$ cat config.mk
export PLATFORM = sky130hd
export DESIGN_NAME = oitf_disp_ctrl
export DESIGN_NICKNAME = d
export VERILOG_FILES = /design/src/rtl/oitf_disp_ctrl.sv
export SDC_FILE = /design/constraint.sdc
export NUM_CORES = 1
export LEC_CHECK = 0
export ABC_AREA = 1
export BUFFER_PORTS_ARGS = -buffer_cell sky130_fd_sc_hd__buf_2
export CORE_UTILIZATION = 30
export DETAILED_ROUTE_END_ITERATION = 8
export PLACE_DENSITY = 0.72
export SYNTH_ARGS = -nofsm -noshare
export SYNTH_HDL_FRONTEND = slang
export SYNTH_SLANG_ARGS = --single-unit
$ cat constraint.sdc
create_clock -name clk -period 1.6 [get_ports clk]
set_clock_uncertainty 0.2 [all_clocks]
set_input_delay 0.16 -clock clk [delete_from_list [all_inputs] [get_ports clk]]
set_output_delay 0.16 -clock clk [all_outputs]
set_load 0.05 [all_outputs]
$ cat src/rtl/oitf_disp_ctrl.sv
// Dispatch/retire controller in front of the OITF: holds dispatch on hazards or a full OITF,
// allocates entries for long-pipe ops and arbitrates the retire port. DISP_RR_ARB_EN selects round-robin retire arbitration.
module oitf_disp_ctrl #(
   parameter int DEPTH = 4,
   parameter int CNT_W = 3,
   parameter int REG_W = 5
) (
   input  logic             clk,
   input  logic             rst,
   input  logic             disp_valid,
   output logic             disp_ready,
   input  logic             disp_long,
   input  logic             disp_rs1en,
   input  logic             disp_rs2en,
   input  logic [REG_W-1:0] disp_rs1idx,
   input  logic [REG_W-1:0] disp_rs2idx,
   input  logic [REG_W-1:0] disp_rdidx,
   input  logic             flush,
   output logic             drained,
   output logic             oitf_wreg,
   output logic [REG_W-1:0] oitf_wreg_rdidx,
   output logic             oitf_wb,
   output logic [REG_W-1:0] oitf_wb_rdidx,
   output logic             oitf_readen1,
   output logic             oitf_readen2,
   output logic [REG_W-1:0] oitf_readidx1,
   output logic [REG_W-1:0] oitf_readidx2,
   input  logic             oitf_match1,
   input  logic             oitf_match2,
   input  logic             mdu_wb_valid,
   input  logic [REG_W-1:0] mdu_wb_rdidx,
   output logic             mdu_wb_ready,
   input  logic             lsu_wb_valid,
   input  logic [REG_W-1:0] lsu_wb_rdidx,
   output logic             lsu_wb_ready,
   output logic [CNT_W-1:0] cnt,
   output logic             err_underflow
);

   // state | meaning
   // IDLE  | one cycle after reset, dispatch held
   // RUN   | normal dispatch
   // DRAIN | flush pending, dispatch held until no entries outstanding
   typedef enum logic [1:0] {
      IDLE  = 2'd0,
      RUN   = 2'd1,
      DRAIN = 2'd2
   } state_t;

   localparam logic [CNT_W-1:0] CNT_FULL = CNT_W'(DEPTH);

   state_t           state_q, state_d;
   logic [CNT_W-1:0] cnt_q, cnt_d;
   logic             err_q, err_d;
   logic             mdu_win, lsu_win;

   always_ff @(posedge clk) begin
      if (rst) begin
         state_q <= IDLE;
         cnt_q   <= '0;
         err_q   <= 1'b0;
      end else begin
         state_q <= state_d;
         cnt_q   <= cnt_d;
         err_q   <= err_d;
      end
   end

   always_comb begin
      state_d         = state_q;
      disp_ready      = 1'b0;
      oitf_wreg       = 1'b0;
      oitf_wreg_rdidx = disp_rdidx;
      drained         = 1'b0;
      case (state_q)
         IDLE:    state_d = RUN;
         RUN:     if (flush) state_d = DRAIN;
         DRAIN:   if (!flush && cnt_q == '0) state_d = RUN;
         default: state_d = IDLE;
      endcase
      disp_ready = (state_q == RUN) & ~oitf_match1 & ~oitf_match2
                   & ~(disp_long & (cnt_q == CNT_FULL));
      oitf_wreg  = disp_valid & disp_ready & disp_long;
      drained    = (state_q == DRAIN) & (cnt_q == '0);
   end

   assign oitf_readen1  = disp_valid & disp_rs1en;
   assign oitf_readen2  = disp_valid & disp_rs2en;
   assign oitf_readidx1 = disp_rs1idx;
   assign oitf_readidx2 = disp_rs2idx;

`ifdef DISP_RR_ARB_EN
   // set when LSU holds priority for the next contended cycle
   logic lsu_turn_q;

   always_ff @(posedge clk) begin
      if (rst) begin
         lsu_turn_q <= 1'b0;
      end else if (mdu_wb_valid & lsu_wb_valid) begin
         lsu_turn_q <= mdu_win;
      end
   end

   assign lsu_win = lsu_wb_valid & (~mdu_wb_valid | lsu_turn_q);
`else
   assign lsu_win = lsu_wb_valid;
`endif

   assign mdu_win       = mdu_wb_valid & ~lsu_win;
   assign mdu_wb_ready  = mdu_win;
   assign lsu_wb_ready  = lsu_win;
   assign oitf_wb       = mdu_wb_valid | lsu_wb_valid;
   assign oitf_wb_rdidx = lsu_win ? lsu_wb_rdidx : mdu_wb_rdidx;

   // allocate+retire together nets to zero, even from an empty count
   always_comb begin
      cnt_d = cnt_q;
      err_d = err_q;
      if (oitf_wb && cnt_q == '0) err_d = 1'b1;
      if (oitf_wreg && !oitf_wb) begin
         cnt_d = cnt_q + CNT_W'(1);
      end else if (!oitf_wreg && oitf_wb && cnt_q != '0) begin
         cnt_d = cnt_q - CNT_W'(1);
      end
   end

   assign cnt           = cnt_q;
   assign err_underflow = err_q;

endmodule

Yosys cells after proc, flatten, opt, wreduce, memory -nomap -nowiden --
Index checks and enable logic that the tools add are counted. Widths: inputs -> output; s select.
Cells by class: add/sub/neg operators 2, multipliers 0, div/mod/pow operators 0, $lt $le $gt $ge 0, equal/unequal tests 5, shift operators 0, mux-type cells 6, bitwise operators 15, reduce and logical (&&, ||, !) cells 13
Operators with widths (number):
- $and 1x1->1 | 10
- $mux 3 | 2
- $pmux 2 s3 | 1
- $logic_and 1x1->1 | 5
- $mux 5 | 1
- $mux 2 | 2
- $ne 2x2->1 const B | 2
- $not 1->1 | 4
- $add 3x1->3 const B | 1
- $eq 3x3->1 const B | 1
- $logic_not 1->1 | 3
- $logic_not 3->1 | 1
- $reduce_bool 3->1 | 1
- $sub 3x1->3 const B | 1
- $eq 2x1->1 const B | 1
- $eq 2x2->1 const B | 1
- $logic_not 2->1 | 1
- $reduce_and 2->1 | 1
- $reduce_bool 2->1 | 1
- $or 1x1->1 | 1
Word-level totals: register bits after elaboration 6, bits in latches 0, bits in writable memories 0, ROM bits 0, input port bits 36, output and inout bits 32, memories kept 0

Logic depth before layout (Yosys ltp) --
Gate-level depths: netlist of run 1.
depth in word-level cells 11, gate-level depth with buffers 10, depth with buffers taken out 10

Least setup slack after synthesis of run 1 --
No wires, ideal clock.
kind reg2out, start point reg cnt_q[0] (netlist: cnt[0]), end point out drained, arrival 1916 ps, path slack -676 ps, cell stages (with the launch flop) 6, buffers on the path 0, cell sequence dfxtp_1 -> inv_1 -> nand2_1 -> nor2_1 -> inv_1 -> nor3_1
Between the ends: word-level cells in the longest chain between the ends 2
RTL lines:
- start, declared | RTL line 53 | logic [CNT_W-1:0] cnt_q, cnt_d;
- start signal, assigned | RTL line 64 | cnt_q <= cnt_d;
- $logic_not 3->1 | RTL line 84 | drained = (state_q == DRAIN) & (cnt_q == '0);
- $and 1x1->1 | RTL line 84
- end, declared | RTL line 19 | output logic drained,
No other way between the ends.

Final worst setup path of run 1 --
start point reg cnt_q[0] (netlist: cnt[0]), end point reg cnt_q[2] (netlist: cnt[2])
Between the ends: word-level cells in the longest chain between the ends 10, elaborated cells between the ends (all ways) 16, classes of those cells add/sub: 2; eq/ne: 1; mux: 2; bitwise: 5; reduce/logical: 6
RTL lines:
- $eq 3x3->1 | RTL line 82 | & ~(disp_long & (cnt_q == CNT_FULL));
- $and 1x1->1 | RTL line 82
- $not 1->1 | RTL line 82
- $and 1x1->1 | RTL line 82
- $and 1x1->1 (2 in a row) | RTL line 83 | oitf_wreg = disp_valid & disp_ready & disp_long;
- $logic_not 1->1 | RTL line 122 | end else if (!oitf_wreg && oitf_wb && cnt_q != '0) begin
- $logic_and 1x1->1 (2 in a row) | RTL line 122
- $reduce_bool 2->1 (no line)
Several ways; a longest one is shown, not always the timed one. The select of a mux whose other input is x is not followed. A chain may end at the register's enable or synchronous reset.

==> results of run 1 <==
==> repair_timing <==
action	in CTS	in global routing
setup endpoints to repair	5	7
buffers inserted	5	1
endpoints found under the hold margin	2	0
pin swaps	3	3
resized for setup	17	12
hold buffers	1	0
==> worst max-delay path, cell delays in order (launching register included) <==
cell and delay [ps]:
dfxtp_4 350, buf_6 90, nor2_2 30, nand2_2 70, nand4_1 150, fa_2 410, nand2_1 140, nand3_2 80
nand2_1 70, nor2_1 40
==> power by group through the flow <==
stage	Combinational (mW)	Clock [mW]	Sequential (mW)
6_report	1.07	0.162	0.258
5_1_grt	1.15	0.178	0.261
4_1_cts	0.956	0.165	0.254
2_1_floorplan	0.447	0	0.444
3_3_place_gp	0.732	0	0.252
3_5_place_dp	0.760	0	0.252
==> worst max-delay path by stage <==
stage	from	to	slack (ps)	cells after the start
finish	cnt[0]	cnt[2]	-140	9
global placement	state_q[1]	cnt[2]	-30	9
CTS	cnt[0]	cnt[2]	-120	9
floorplan	cnt[1]	cnt[2]	-110	8
global route	cnt[0]	cnt[2]	-180	10
detailed placement	state_q[1]	cnt[2]	-120	9
==> state kept, by name, summed over array words and instances (netlist names) <==
signal	count
cnt	3
err_underflow	1
state_q	2
==> cell usage in the layout, fill, tap and decap left out, drive strengths merged <==
cell / instances
nand2: 31
o21ai: 3
a21oi: 3
nor3: 1
nor2: 13
fa: 1
inv: 18
nand3: 3
buf: 51
or2: 1
dfxtp: 6
nand4: 1
clkbuf: 4
o21a: 1
dlygate4sd3: 1
==> area by class of cell <==
cell class                 instances  area [um2]  share of cell area
timing repair buffer              52         338               0.362
inverter                          18        67.6              0.0724
clock buffer                       4        26.3              0.0282
sequential                         6         131               0.141
tap                               25        31.3              0.0335
multi-input combinational         58         339               0.363
==> Yosys cell counts <==
cell	count
nand2_1	28
inv_1	17
buf_4	16
nor2_1	11
dfxtp_1	6
a21oi_1	3
nand2_2	3
o21ai_0	3
nand3_1	2
nor2_4	2
buf_2	1
fa_1	1
inv_2	1
nand3_2	1
nand4_1	1
nor3_1	1
o21a_1	1
or2_2	1
==> per-layer routing <==
layer	GRT usage	vias up	routed length, um
met5	0	-	0
met4	0.0706	0	25
met3	0.0588	8	101
met2	0.228	18	870
met1	0.142	311	560
li1	-	353	-
==> cell families after synthesis <==
logic type	Yosys count	share of synthesized area
compound gates	7	0.0630
fa+ha+maj	1	0.0336
buf+inv	35	0.324
flops	6	0.202
simple gates	50	0.378
==> impl_metrics.csv, run 1 <==
group,metric,value,unit
global_route,grt_pass1_vias,518,
pwr,seqPwrFrac,0.174,
outcome,status,"finished with violations",
hold_path,min_path_type,"in -> reg",
pwr,p_total,1.49,mW
pwr,swShare,0.499,
setup_path,crit_path_end_kind,"register",
setup_path,worstReg2RegStart,"cnt[0]",
synthesis,avgSynthCellArea,6.02,um2
clocking,htree_levels,1,
drt,dr.pass1.iters,4,
placed_design,place_hpwl,1170,um
pwr,powerDensity,1590,mW/mm2
sta,setup_slack,-136,ps
flow_run,timing.max_cap.violations,0,
sta,setup_violations,5,
hold_path,min_to,"state_q[1]",
die,die_h,46.6,um
setup_path,r2r_end,"cnt[2]",
final_layout,fillers,180,
sta,finalHoldViolCount,0,
synthesis,yosysWarnings,0,
clocking,cts_buffers,3,
pwr,power_switching,742,uW
drt,viasPerCell,4.23,
setup_path,crit_path_start_kind,"register",
clocking,cts_buffer_depth,2,
sta,finalCritPeriodShare,1.08,
sta,worstMarginPinSlew,253,ps
synthesis,syn_area,596,um2
sta,tns,-266,ps
global_route,grt_pass1_wl,2000,um
placed_design,dpl_cell_area,773,um2
synthesis,syn_inst,99,
global_route,grt_start_max_net_pins,9,
die,rows,15,
setup_path,crit_type,"reg -> reg",
synthesis,yosysSeqAreaShare,0.202,
clocking,tritoncts,"done",
final_layout,n_antenna_cell,0,
final_layout,area_delta_synth_final,56.7,%
placed_design,pre_cts_slack,-124,ps
clocking,clk_pin_slew_worst_paths,60,ps
pwr,clkPwrFrac,0.109,
drt,antenna_left,0,
drt,drc,0,
die,pin_count,68,
pwr,power_leakage,0.548,nW
global_route,globalRoute.totalOverflow,0,
outcome,violations,"setup timing",
synthesis,synth.top_cell.area_share,0.202,
drt,routedWlPerCell,9.55,um
final_layout,utilization,0.518,
synthesis,ys_ff_latch,6,
sta,slew_headroom,0.833,
pwr,p_comb_frac,0.717,
setup_path,critPathArrivalTime,1690,ps
global_route,antenna_found_initial,0,
setup_path,crit_path_max_fanout,2,
setup_path,r2r_cells,9,
drt,routed_wirelength,1560,um
synthesis,ys_types,18,
die,dieArea,0.00217,mm2
setup_path,cp.required,1560,ps
pwr,p_int,744,uW
pwr,peakVddDrop,883,uV
die,core,0.00180,mm2
drt,drt_first_iter_violations,4,
clocking,clk_latency,260,ps
final_layout,final_cell_area,933,um2
placed_design,port_buffers,37,
synthesis,syn_nets,136,
clocking,cts_root_buf,"clkbuf_4",
hold_path,min_from,"flush",
final_layout,drive_gt1_frac,0.587,
sta,max_freq,576,MHz
sta,min_period,1740,ps
final_layout,nets,176,
placed_design,dp_cells,153,
synthesis,synth_top_cell_by_area,"dfxtp_1",
die,die_w,46.6,um
clocking,cts_sinks,6,
setup_path,ff2ff_setup_slack,-140,ps
sta,hold_ws,12.6,ps
final_layout,fin_cells,163,
placed_design,gp_congestion,0.818,
drt,vias,690,
die,start_util,0.331,
sta,rsz0062_at_grt,"yes",
synthesis,ys_top_cells_by_area,"dfxtp_1, buf_4, nand2_1",
sta,slew_viol_final,0,
global_route,grt_use_total,0.136,
hold_path,hold_depth,3,
Power figures use the tool's default switching activity.
==> inputs of run 2 (changes only) <==
--- a/config.mk
+++ b/config.mk
@@ -7,9 +7,11 @@
 export LEC_CHECK = 0
 export ABC_AREA = 1
 export BUFFER_PORTS_ARGS = -buffer_cell sky130_fd_sc_hd__buf_2
+export CORE_ASPECT_RATIO = 0.7
 export CORE_UTILIZATION = 30
 export DETAILED_ROUTE_END_ITERATION = 8
 export PLACE_DENSITY = 0.72
+export REMOVE_ABC_BUFFERS = 1
 export SYNTH_ARGS = -nofsm -noshare
 export SYNTH_HDL_FRONTEND = slang
 export SYNTH_SLANG_ARGS = --single-unit
==> run 2 against run 1 <==
  * The run ends with hold timing, setup timing left
  * Worst hold slack got worse by 17 ps
  * Register-to-register slack improved by 110 ps
  * Cell count fell by 1.8%
  * Clock-buffer cell count fell by 1
  * Critical path depth did not move
  * Maximum frequency rose by 6.5%
  * Global-route usage rose by 2.2 points
  * Sequential share of layout area fell by 0.17 points
  * Non-clock buffer count rose by 1
  * Total power fell by 8.1%
  * Critical endpoint unchanged
==> impl_metrics.csv, run 2 (same netlist as run 1, synthesis figures left out) <==
group,metric,value,unit
outcome,violations,"hold timing, setup timing",
setup_path,crit_path_start_kind,"register",
drt,vias,711,
placed_design,dp_cells,150,
die,start_util,0.321,
drt,routed_wirelength,1740,um
sta,setup_violations,1,
setup_path,slowest_delay,390,ps
final_layout,final_cell_mix,"buf_2, nand2_1, buf_4",
pwr,powerDensity,1530,mW/mm2
setup_path,cp.required,1550,ps
setup_path,crit_family,"simple AND/OR/NAND/NOR gates",
final_layout,mostFrequentLayoutCell,"buf_2",
global_route,grt_start_max_net_pins,9,
setup_path,path_common_cell,"nand2_2",
outcome,status,"finished with violations",
final_layout,largest_register_ff_count,3,
sta,slew_viol_final,0,
die,die_h,39.3,um
clocking,tritoncts,"done",
clocking,cts_buffers,3,
sta,worstMarginPinSlew,237,ps
sta,tns,-30.5,ps
global_route,grt.busiest_layer,"met2",
sta,finalCritPeriodShare,1.02,
sta,max_freq,613,MHz
sta,rsz0062_at_grt,"yes",
hold_path,min_path_type,"in -> reg",
clocking,cts_buffer_depth,2,
drt,antenna_left,0,
sta,hold_ws,-4.43,ps
placed_design,port_buffers,37,
global_route,antenna_found_initial,0,
final_layout,n_antenna_cell,0,
sta,min_period,1630,ps
global_route,gr-usage-met3,0.106,
global_route,grtUsageMet2,0.214,
placed_design,place_hpwl,1300,um
setup_path,crit_type,"reg -> reg",
flow_run,timing.max_cap.violations,0,
clocking,cts_sinks,6,
die,dieArea,0.00217,mm2
final_layout,nets,177,
clocking,htree_levels,1,
pwr,p_total,1.37,mW
drt,drc,0,
setup_path,path_cells,"inv_2 -> nand2_2 -> nor2_4 -> nand4_1 -> fa_2 -> nand2_2 -> nand2_2 -> a21oi_2 -> nor2_1",
drt,viasPerCell,4.44,
setup_path,critical_path_buf_inv_count,1,
drt,routedWlPerCell,10.8,um
setup_path,critPathArrivalTime,1580,ps
die,pin_count,68,
final_layout,area_delta_synth_final,49.6,%
sta,setup_slack,-30.5,ps
drt,dr.pass1.iters,4,
global_route,gr-usage-met1,0.200,
global_route,globalRoute.totalOverflow,0,
clocking,cts_root_buf,"clkbuf_4",
global_route,grt_use_total,0.158,
setup_path,crit_path_end_kind,"register",
die,core,0.00185,mm2
global_route,grt_pass1_wl,2550,um
drt,drt_first_iter_violations,10,
placed_design,gp_congestion,0.804,
clocking,clk_latency,250,ps
clocking,clk_pin_slew_worst_paths,50,ps
final_layout,drive_gt1_frac,0.565,
die,rows,13,
sta,slew_headroom,0.840,
setup_path,crit_path_max_fanout,2,
pwr,peakVddDrop,658,uV
final_layout,fin_cells,160,
die,die_w,55.3,um
pwr,power_leakage,0.541,nW
global_route,grt_pass1_vias,575,
setup_path,crit_slowest_cell,"fa_2",
sta,finalHoldViolCount,1,
==> run 2: changes by cell type in the layout (fill, tap and decap cells not counted), moves of 2 or more <==
cell,before,now
buf_4,9,14
buf_6,8,4
dfxtp_2,0,3
dfxtp_4,3,0
nor2_1,8,10
nor2_2,2,0
==> run 2: metal layers <==
metal  vias to the layer above  part of all wire  wire, um
met5                         -                 0         0
met4                         0             0.014        24
met3                         4              0.10       179
met2                        36              0.46       796
met1                       318              0.42       734
li1                        353                 -         -
==> run 2: timing repair <==
item | CTS | global route
cloned | 0 | 0
gates resized for setup | 19 | 7
endpoints found under the setup margin | 5 | 6
hold buffers | 1 | 0
pin swaps | 10 | 4
endpoints found under the hold margin | 2 | 0
buffers inserted | 4 | 2
==> run 2: worst paths after layout <==
path                                 endpoint  slack [ps]  depth (start not counted)           from
worst max-delay path                   cnt[2]         -30                          9     state_q[1]
worst min-delay path               state_q[1]          -4                          3          flush
worst max register to register         cnt[2]         -30                          9     state_q[1]
worst min register to register  err_underflow         270                          1  err_underflow
==> run 2: where the power goes <==
part | switching [mW] | internal, mW | total, mW
clock network | 0.0621 | 0.0853 | 0.147
logic | 0.604 | 0.376 | 0.980
registers | 0.0299 | 0.208 | 0.238
==> run 2: layout make-up <==
type | count | area (um2)
Timing Repair Buffer | 53 | 330
Sequential cell | 6 | 124
Inverter | 18 | 70.1
Multi-Input combinational cell | 58 | 317
Tap cell | 22 | 27.5
Fill cell | 189 | 963
Clock buffer | 3 | 22.5
==> run 2: stage by stage <==
stage,area (um2),worst slack (ps),util
3_5_place_dp,751,-177,0.405
2_1_floorplan,470,-676,-
4_1_cts,857,-51.3,0.462
6_report,891,-30.5,0.480
5_1_grt,891,-106,0.480
3_3_place_gp,751,-101,0.405
==> run 2: tightest hold or removal path: cells and delay by family <==
family                 cells  cell delay, ps
buffers and inverters      1             110
and+or+nand+nor            1              80
AOI/OAI and AO/OA          1              60
